`config.mk`:
```
export PLATFORM = sky130hd
export DESIGN_NAME = mux_pipe_stage_flat
export DESIGN_NICKNAME = d
export VERILOG_FILES = /design/src/rtl/mux_pipe_stage_if.sv /design/src/rtl/mux_pipe_stage.sv /design/src/flat_wrapper.sv
export SDC_FILE = /design/constraint.sdc
export NUM_CORES = 1
export LEC_CHECK = 0
export CORE_ASPECT_RATIO = 0.8
export CORE_MARGIN = 2
export CORE_UTILIZATION = 48
export CTS_BUF_LIST = sky130_fd_sc_hd__clkbuf_4 sky130_fd_sc_hd__clkbuf_8
export DETAILED_ROUTE_END_ITERATION = 10
export PLACE_DENSITY = 0.92
export SKIP_CTS_REPAIR_TIMING = 1
export SKIP_LAST_GASP = 1
export SLEW_MARGIN = 20
export SYNTH_ARGS = -nofsm -noshare
export SYNTH_HDL_FRONTEND = slang
export SYNTH_SLANG_ARGS = --single-unit
```
`constraint.sdc`:
```
create_clock -name clk -period 2.8 [get_ports clk]
set_input_delay 0.28 -clock clk [delete_from_list [all_inputs] [get_ports clk]]
set_output_delay 0.28 -clock clk [all_outputs]
set_load 0.1 [all_outputs]
```
`src/rtl/mux_pipe_stage_if.sv`:
```
// mux_pipe_stage_if: handshake/bus bundle for mux_pipe_stage.
//   master: upstream+downstream driver side (in_valid, data_in, select, flush, out_ready)
//   slave : the stage itself (in_ready, out_valid, result, sel_err)
// data_in is flattened; input k is data_in[k*WIDTH +: WIDTH].
interface mux_pipe_stage_if #(
  parameter int WIDTH  = 32,
  parameter int NUM_IN = 4
);
  localparam int SEL_W = $clog2(NUM_IN);

  logic                      in_valid;
  logic                      in_ready;
  logic [NUM_IN*WIDTH-1:0]   data_in;
  logic [SEL_W-1:0]          select;
  logic                      flush;
  logic                      out_valid;
  logic                      out_ready;
  logic [WIDTH-1:0]          result;
  logic                      sel_err;

  modport master (
    output in_valid, data_in, select, flush, out_ready,
    input  in_ready, out_valid, result, sel_err
  );

  modport slave (
    input  in_valid, data_in, select, flush, out_ready,
    output in_ready, out_valid, result, sel_err
  );
endinterface

```
`src/rtl/mux_pipe_stage.sv`:
```
// mux_pipe_stage: registered N-to-1 operand selector with valid/ready
// handshake and a two-entry skid buffer (output register + skid register).
// Ports:
//   clk   - sole clock, rising edge
//   reset - synchronous, active-high
//   bus   - mux_pipe_stage_if.slave (in_valid/in_ready/data_in/select/flush,
//           out_valid/out_ready/result/sel_err)
// in_ready is decoded from registered state only, so out_ready never reaches
// in_ready combinationally.
module mux_pipe_stage #(
  parameter int WIDTH  = 32,
  parameter int NUM_IN = 4,
  localparam int SEL_W = $clog2(NUM_IN)
) (
  input  logic             clk,
  input  logic             reset,
  mux_pipe_stage_if.slave  bus
);

  typedef enum logic [1:0] {EMPTY, ONE, TWO} state_t;

  state_t           state_q, state_d;
  logic [WIDTH-1:0] out_data_q, out_data_d;
  logic             out_err_q, out_err_d;
  logic [WIDTH-1:0] skid_data_q, skid_data_d;
  logic             skid_err_q, skid_err_d;

  logic [WIDTH-1:0] cap_data;
  logic             cap_err;
  logic             accept, pop;

  // Selection happens at capture time. Default to the last input flagged as
  // an error; any in-range select overrides both.
  always_comb begin
    cap_data = bus.data_in[(NUM_IN-1)*WIDTH +: WIDTH];
    cap_err  = 1'b1;
    for (int k = 0; k < NUM_IN; k++) begin
      if (bus.select == SEL_W'(k)) begin
        cap_data = bus.data_in[k*WIDTH +: WIDTH];
        cap_err  = 1'b0;
      end
    end
  end

  assign bus.in_ready  = (state_q != TWO) && !reset;
  assign bus.out_valid = (state_q != EMPTY);
  assign bus.result    = out_data_q;
  assign bus.sel_err   = out_err_q;

  assign accept = bus.in_valid && bus.in_ready;
  assign pop    = bus.out_valid && bus.out_ready;

  always_comb begin
    state_d     = state_q;
    out_data_d  = out_data_q;
    out_err_d   = out_err_q;
    skid_data_d = skid_data_q;
    skid_err_d  = skid_err_q;

    unique case (state_q)
      EMPTY: begin
        if (accept) begin
          state_d    = ONE;
          out_data_d = cap_data;
          out_err_d  = cap_err;
        end
      end
      ONE: begin
        if (accept && pop) begin
          out_data_d = cap_data;
          out_err_d  = cap_err;
        end else if (accept) begin
          state_d     = TWO;
          skid_data_d = cap_data;
          skid_err_d  = cap_err;
        end else if (pop) begin
          state_d = EMPTY;
        end
      end
      TWO: begin
        // in_ready is low here, so only the skid-to-output move can happen.
        if (pop) begin
          state_d    = ONE;
          out_data_d = skid_data_q;
          out_err_d  = skid_err_q;
        end
      end
      default: state_d = EMPTY;
    endcase

    // Flush drops everything, including a same-cycle accept; result keeps
    // its last value so downstream sees no spurious data change.
    if (bus.flush) begin
      state_d    = EMPTY;
      out_data_d = out_data_q;
      out_err_d  = 1'b0;
    end
  end

  always_ff @(posedge clk) begin
    if (reset) begin
      state_q     <= EMPTY;
      out_data_q  <= '0;
      out_err_q   <= 1'b0;
      skid_data_q <= '0;
      skid_err_q  <= 1'b0;
    end else begin
      state_q     <= state_d;
      out_data_q  <= out_data_d;
      out_err_q   <= out_err_d;
      skid_data_q <= skid_data_d;
      skid_err_q  <= skid_err_d;
    end
  end

endmodule

```
`src/flat_wrapper.sv`:
```
// flat-port wrapper written by rule: the top's interface ports become plain ports
module mux_pipe_stage_flat 
#(
  parameter int WIDTH  = 32,
  parameter int NUM_IN = 4,
  localparam int SEL_W = $clog2(NUM_IN)
)
  (clk, reset, bus_in_valid, bus_data_in, bus_select, bus_flush, bus_out_ready, bus_in_ready, bus_out_valid, bus_result, bus_sel_err);
  mux_pipe_stage_if #(.WIDTH(WIDTH), .NUM_IN(NUM_IN)) bus_i ();
  input  logic clk;
  input  logic reset;
  input wire logic [$bits(bus_i.in_valid)-1:0] bus_in_valid;
  input wire logic [$bits(bus_i.data_in)-1:0] bus_data_in;
  input wire logic [$bits(bus_i.select)-1:0] bus_select;
  input wire logic [$bits(bus_i.flush)-1:0] bus_flush;
  input wire logic [$bits(bus_i.out_ready)-1:0] bus_out_ready;
  output wire logic [$bits(bus_i.in_ready)-1:0] bus_in_ready;
  output wire logic [$bits(bus_i.out_valid)-1:0] bus_out_valid;
  output wire logic [$bits(bus_i.result)-1:0] bus_result;
  output wire logic [$bits(bus_i.sel_err)-1:0] bus_sel_err;
  assign bus_i.in_valid = bus_in_valid;
  assign bus_i.data_in = bus_data_in;
  assign bus_i.select = bus_select;
  assign bus_i.flush = bus_flush;
  assign bus_i.out_ready = bus_out_ready;
  assign bus_in_ready = bus_i.in_ready;
  assign bus_out_valid = bus_i.out_valid;
  assign bus_result = bus_i.result;
  assign bus_sel_err = bus_i.sel_err;
  mux_pipe_stage #(.WIDTH(WIDTH), .NUM_IN(NUM_IN)) u_core (.clk(clk), .reset(reset), .bus(bus_i));
endmodule
```
## Yosys cells after proc, flatten, opt, wreduce, memory -nomap -nowiden

Index checks and enable logic that the tools add are counted.

| cells by class | value |
|---|---|
| multiplexer cells | 22 |
| bitwise logic cells | 2 |
| equal/unequal tests | 11 |
| reductions and logical operators | 14 |

Operators with widths:

| kind | number |
|---|---|
| $mux 32 | 7 |
| $pmux 32 s3 | 1 |
| $mux 2 | 5 |
| $reduce_and 4->1 | 2 |
| $mux 1 | 7 |
| $eq 2x2->1 const B | 3 |
| $ne 2x1->1 const B | 3 |
| $pmux 2 s3 | 1 |
| $reduce_and 5->1 | 1 |
| $eq 2x1->1 const B | 2 |
| $logic_and 1x1->1 | 4 |
| $logic_not 2->1 | 2 |
| $ne 2x2->1 const B | 2 |
| $ne 3x1->1 const B | 1 |
| $pmux 1 s3 | 1 |
| $reduce_and 3->1 | 1 |
| $reduce_bool 3->1 | 1 |
| $not 1->1 | 2 |
| $reduce_bool 2->1 | 1 |
| $reduce_or 2->1 | 1 |
| $logic_not 1->1 | 1 |

| storage, ports and cells | value |
|---|---|
| bits in registers | 68 |
| input bits | 135 |
| logic and storage cells | 54 |

## Longest topological paths before layout

Gate-level depths: netlist of run 1.

| depth | value |
|---|---|
| depth after elaboration | 7 |
| depth in mapped cells | 6 |
| depth with buffers taken out | 3 |

## Worst setup path before layout of run 1

OpenSTA, ideal clock, no wires.

| timing path | value |
|---|---|
| path type | register -> output |
| start | reg u_core.state_q[1] |
| end | out bus_in_ready |
| arrival | 2.099 ns |
| data required time | 2.520 ns |
| setup slack | 0.421 ns |
| stages on the path, launching flop included | 6 |
| cell sequence | dfxtp_1 buf_6 nor2b_1 buf_2 buf_2 nor2_1 |

| on the way | value |
|---|---|
| cells in the longest elaborated chain, start to end | 2 |

Ends and longest elaborated chain:

| what | line | text |
|---|---|---|
| start, declared | mux_pipe_stage.sv:22 | `state_t state_q, state_d;` |
| start signal, assigned | mux_pipe_stage.sv:108 | `state_q <= state_d;` |
| $ne 2x2->1 | mux_pipe_stage.sv:45 | `assign bus.in_ready = (state_q != TWO) && !reset;` |
| $logic_and 1x1->1 | mux_pipe_stage.sv:45 |  |
| end, declared | flat_wrapper.sv:17 | `output wire logic [$bits(bus_i.in_ready)-1:0] bus_in_ready;` |

No other way between the ends.

## Worst setup path in the final report of run 1

Same ends and word-level chain as after synthesis.

==> results of run 1 <==
==> critical path, cell delays in order (launching register included) <==
cell and delay [ns]:
dfxtp_1 0.59, nor2b_2 0.55, nor2_1 0.09, buf_4 0.25
==> stage by stage <==
stage          power (mW)  setup slack, ns
6_report             2.61            0.702
2_1_floorplan        1.52            0.421
5_1_grt              2.71            0.565
3_5_place_dp         1.80            0.512
4_1_cts              2.62            0.708
3_3_place_gp         1.78            0.606
==> worst max-delay path by stage <==
stage	slack, ns	depth (start not counted)	end	startpoint
2_1_floorplan	0.42	5	bus_in_ready	u_core.state_q[1]
3_3_place_gp	0.61	4	u_core.bus.result[28]	bus_out_ready
3_5_place_dp	0.51	4	u_core.bus.result[15]	bus_out_ready
4_1_cts	0.71	3	bus_in_ready	u_core.state_q[1]
5_1_grt	0.57	3	bus_in_ready	u_core.state_q[1]
6_report	0.70	3	bus_in_ready	u_core.state_q[1]
==> where the power goes <==
part / switching (mW) / total [mW] / internal, mW
Combinational: 0.419 / 0.760 / 0.342
Clock: 0.373 / 0.833 / 0.459
Sequential: 0.0225 / 1.02 / 0.998
==> layer usage <==
layer | vias to the layer above | global-route usage (%)
met1 | 1938 | 30.9
met5 | - | 0
li1 | 1859 | -
met4 | 0 | 6.99
met2 | 198 | 45.3
met3 | 20 | 6.84
==> sequential cells by signal, indices dropped and copies added, names as in the netlist <==
signal / count
u_core.bus.result: 32
u_core.bus.sel_err: 1
u_core.skid_data_q: 32
u_core.skid_err_q: 1
u_core.state_q: 2
==> cells by family after synthesis <==
group	count (synthesis)
AND/OR/NAND/NOR	114
flip-flops	68
buffers and inverters	60
AO/OA/AOI/OAI	134
multiplexers	33
==> cell usage in the layout (no fill, tap or decap), drive strengths merged <==
cell	synthesis	layout
a21oi	33	33
or2	1	1
nand3	34	34
a31o	1	1
and3	1	1
a21boi	1	1
mux2i	1	1
bufinv	0	1
nor2	4	4
inv	3	3
o21ai	32	32
or3b	1	1
nand2	65	65
a311o	1	1
mux4	32	32
a2111oi	1	1
clkinvlp	0	4
nor4bb	2	2
buf	41	52
clkbuf	16	11
nand2b	2	2
a311oi	64	64
clkdlybuf4s50	0	132
o21a	1	1
dfxtp	68	68
nor2b	2	2
and3b	1	1
nand4bb	1	1
==> area by class of cell <==
cell class	instances	area, µm²	area share [%]
clock inverter	5	60.1	1.02
clock buffer	11	151	2.58
sequential	68	1360	23.2
multi-input combinational	281	2420	41.3
tap	112	140	2.39
timing repair buffer	184	1720	29.3
inverter	3	11.3	0.192
==> metrics.txt, run 1 <==
status complete, no violations; total routed wire length on the met1 layer between 4 and 5 mm; crit end category output port; # port buffers roughly 170; HP Start reset; fin nets 682; Pleak around 2 nW; Final Routed Wirelength roughly 12 mm; Worst R2R Setup Slack ~0.79 ns; GRT Residual Overflow 0; later-pin clock latency in the skew report about 0.34 ns; Slew @ Worst Pin 1.04 ns; Synth Area in Adders 0%; Yosys top cell area share 33.1%; r2r endpoint u_core.bus.result[18]; slew margin rel. about 30%; post-synthesis mux area share 17.7%; sequential area share after synthesis between 30% and 40%; HP Class input port to flop; Post-route DRC 0; Vias 4,015; Fillers between 600 and 700; deepest clock path buffer count 2; count leader, synth dfxtp_1; unrepaired setup endpoints after global routing false; Yosys cell types 33; skew final 0.00798 ns; Finished Core Util between 60% and 70%; number of global-route vias before repair 3,845; synthesis-to-layout area growth 42.5%; largest family of logic cells by synthesized area compound AO/OA/AOI/OAI gates; wire length on met3 between 1 and 1.5 mm; DIE WIDTH between 100 and 150 µm; PwrDens about 450 mW/mm²; area leader, netlist dfxtp_1; global-route wire length before repair approximately 19 mm; Die Height 86.8 µm; core area about 0.0084 mm²; Max Used Layer met4; Synth Cell Area 0.00412 mm²; Worst EP arrival 1.82 ns; Min-Delay Endpoint u_core.skid_data_q[15]; Peak VDD IR 0.000254 V; wire length per cell between 15 and 20 µm; synth top area cells dfxtp_1 33%, mux4_2 18%, a311oi_2 12%; crit share post-route around three quarters; die area 0.00934 mm²; WHS Path Cells 2; CTS root buf clkbuf_8; Vias/cell approximately 6; Final HPWL DP between 8 and 9 mm; worst hold margin ~0.36 ns; largest net degree at the start of global routing 70; Global Route Usage Sum ~26%; antenna violations before repair 0; Worst-path clk slew approximately 0.07 ns; layout cell share with drive strength beyond 1 25.2%; Worst R2R Path Depth 4; routed wl met2 6.16 mm; Rows 30; CP required between 2 and 3 ns; Post-Synth XOR/XNOR Area 0%; Post-synth EDFFs 0; Startpoint Class flop; 1st-iter DRT viols between 200 and 300; GPL Wtd Cong about 0.81; min cycle time layout around 2.1 ns; r2r startpoint u_core.state_q[1]; clk sinks 68; mean area per synthesized cell 10.1 µm²; Fmax achieved between 0.4 and 0.5 GHz; diodes inserted 0; Max Transition Viols Final 0; Top Ports 170; CTS Buf Count 9; simple-gate share of the synthesized area ~13%; Syn Nets 544; final setup TNS 0 ns; post-synthesis register bit count 68; Finished Layout Cells between 600 and 700; worst setup path class flop to output port; Inst Count DP roughly 650; commonest register cell after synthesis dfxtp_1; Post-synth top cells 68 x dfxtp_1, 65 x nand2_1, 34 x nand3_1, 33 x a21oi_1; Synthesis Warnings 0; Fin. Hold Viols 0; Setup violations, final 0; Compound-Gate Fraction of Synth Area about 28%; DR pass1 iterations 4; Max Cap Violations 0; worst-path fanout max 12; H-tree depth 3; Final Cell Area 0.00587 mm²; post-place instance area ~0.0057 mm²; ANT nets after route 0; async set-reset flop share out of synthesis 0%; Initial Util between 40% and 50%; Synth Instances between 400 and 500; CTS tree done
Note: power is estimated with default switching activity, not from simulation.
==> run 2, diff against run 1 <==
--- a/config.mk
+++ b/config.mk
@@ -7,10 +7,10 @@
 export LEC_CHECK = 0
 export CORE_ASPECT_RATIO = 0.8
 export CORE_MARGIN = 2
-export CORE_UTILIZATION = 48
+export CORE_UTILIZATION = 45
 export CTS_BUF_LIST = sky130_fd_sc_hd__clkbuf_4 sky130_fd_sc_hd__clkbuf_8
 export DETAILED_ROUTE_END_ITERATION = 10
-export PLACE_DENSITY = 0.92
+export PLACE_DENSITY = 0.88
 export SKIP_CTS_REPAIR_TIMING = 1
 export SKIP_LAST_GASP = 1
 export SLEW_MARGIN = 20
==> constraint.sdc (replaced) <==
create_clock -name clk -period 2.1 [get_ports clk]
set_input_delay 0.21 -clock clk [delete_from_list [all_inputs] [get_ports clk]]
set_output_delay 0.21 -clock clk [all_outputs]
set_load 0.1 [all_outputs]
==> metrics.txt, run 2 (synthesized netlist as in run 1, its figures left out) <==
unrepaired setup endpoints after global routing false; Slowest-stage cell, CP dfxtp_1; worst setup path class flop to output port; Final Routed Wirelength roughly 12 mm; Worst EP arrival about 1.8 ns; most frequent cells in the layout 132 x clkdlybuf4s50_1, 68 x dfxtp_1, 65 x nand2_1; Setup violations, final 0; Tot Pwr between 3 and 4 mW; GRT met3 Usage under 10%; HP Class flop to flop; Initial Util 46.0%; Fillers just under 700; Finished Core Util 67.2%; wire length per cell ~18 µm; DIE WIDTH 111 µm; fin nets 691; 1st-iter DRT viols 219; Fin. Hold Viols 0; cells along the critical path nor2b_4 -> buf_12 -> nor2_2 -> buf_12; # port buffers between 150 and 200; Final HPWL DP a little over 9 mm; antenna violations before repair 0; final worst setup slack ~0.11 ns; Vias/cell around 6.0; Pleak 2.07 nW; CTS Buf Count 9; die area between 0.009 and 0.01 mm²; CP top delay family flip-flops; Max Transition Viols Final 0; CTS tree done; Startpoint Class flop; skew final 0.00930 ns; Top Ports 170; Global Route Usage Sum 24.5%; final setup TNS 0 ns; GRT Residual Overflow 0; ANT nets after route 0; Inst Count DP 660; diodes inserted 0; most frequent CP cell buf_12; worst hold margin 0.475 ns; crit share post-route between 90% and 100%; PwrDens 594 mW/mm²; Fmax achieved about 0.5 GHz; post-place instance area ~0.0058 mm²; Finished Layout Cells approximately 680; commonest non-fill, non-tap cell in the layout clkdlybuf4s50_1; clk sinks 68; M2 GR Usage between 40% and 50%; synthesis-to-layout area growth 46.2%; Rows 31; CP required 1.89 ns; GRT Max-Usage Layer met2; status complete, no violations; Final Cell Area approximately 0.0060 mm²; GR Util met1 ~29%; slew margin rel. 30.5%; H-tree depth 3; Worst R2R Setup Slack 0.35 ns; Vias ~4,000; deepest clock path buffer count 2; core area 0.00896 mm²; Bufs and invs on worst path 2; later-pin clock latency in the skew report between 0.3 and 0.4 ns; Die Height ~90 µm; min cycle time layout about 2.0 ns; Post-Place Setup Slack around 0.17 ns; crit-path max cell delay between 0.5 and 0.6 ns; GPL Wtd Cong a little over 0.8; Post-route DRC 0; Max Cap Violations 0; worst-path fanout max 27; largest net degree at the start of global routing 54; Worst-path clk slew roughly 0.070 ns; number of global-route vias before repair approximately 4,000; CTS root buf clkbuf_8; global-route wire length before repair 19.3 mm; Slew @ Worst Pin roughly 1.0 ns; crit end category output port; DR pass1 iterations 5; layout cell share with drive strength beyond 1 roughly a quarter; Peak VDD IR between 0.0004 and 0.0005 V
[run 2: cell count changes in the layout (fill, tap and decap cells not counted), sizes merged]
cell	previous run	this run
buf	52	61
clkbuf	11	13
clkinv	0	2
clkinvlp	4	1
inv	3	2
[run 2: final cells by class]
| cell class | instances | area [µm²] | share of cell area, % |
|---|---|---|---|
| inverters | 3 | 11.3 | 0.187 |
| repair buffers | 193 | 1850 | 30.8 |
| flip-flops and latches | 68 | 1360 | 22.6 |
| clock buffers | 13 | 179 | 2.97 |
| clock inverters | 3 | 42.5 | 0.707 |
| well taps | 115 | 144 | 2.39 |
| multi-input cells | 281 | 2430 | 40.4 |
[run 2: final timing paths]
path	from	endpoint	cells after the start
min	u_core.skid_err_q	u_core.bus.sel_err	2
max reg2reg	u_core.state_q[0]	u_core.bus.result[5]	4
max	u_core.state_q[1]	bus_in_ready	4
min reg2reg	u_core.skid_err_q	u_core.bus.sel_err	2
[run 2: where the power goes]
group	switching (mW)	internal, mW	leakage, nW
logic	0.565	0.472	1.41
clock network	0.502	0.677	0.112
registers	0.0296	1.33	0.552
total	1.10	2.48	2.07
[run 2: worst min-delay path, delay by kind of cell, from the launching register on]
kind / cells / cell delay, ns
AO/OA/AOI/OAI: 1 / 0.06
flip-flops: 1 / 0.31
AND/OR/NAND/NOR: 1 / 0.06
[run 2: metal layers]
layer / vias up / share of wire [%]
met5: - / 0
met4: 0 / 2.0
met3: 29 / 7.7
met2: 201 / 51
met1: 1922 / 39
li1: 1885 / -
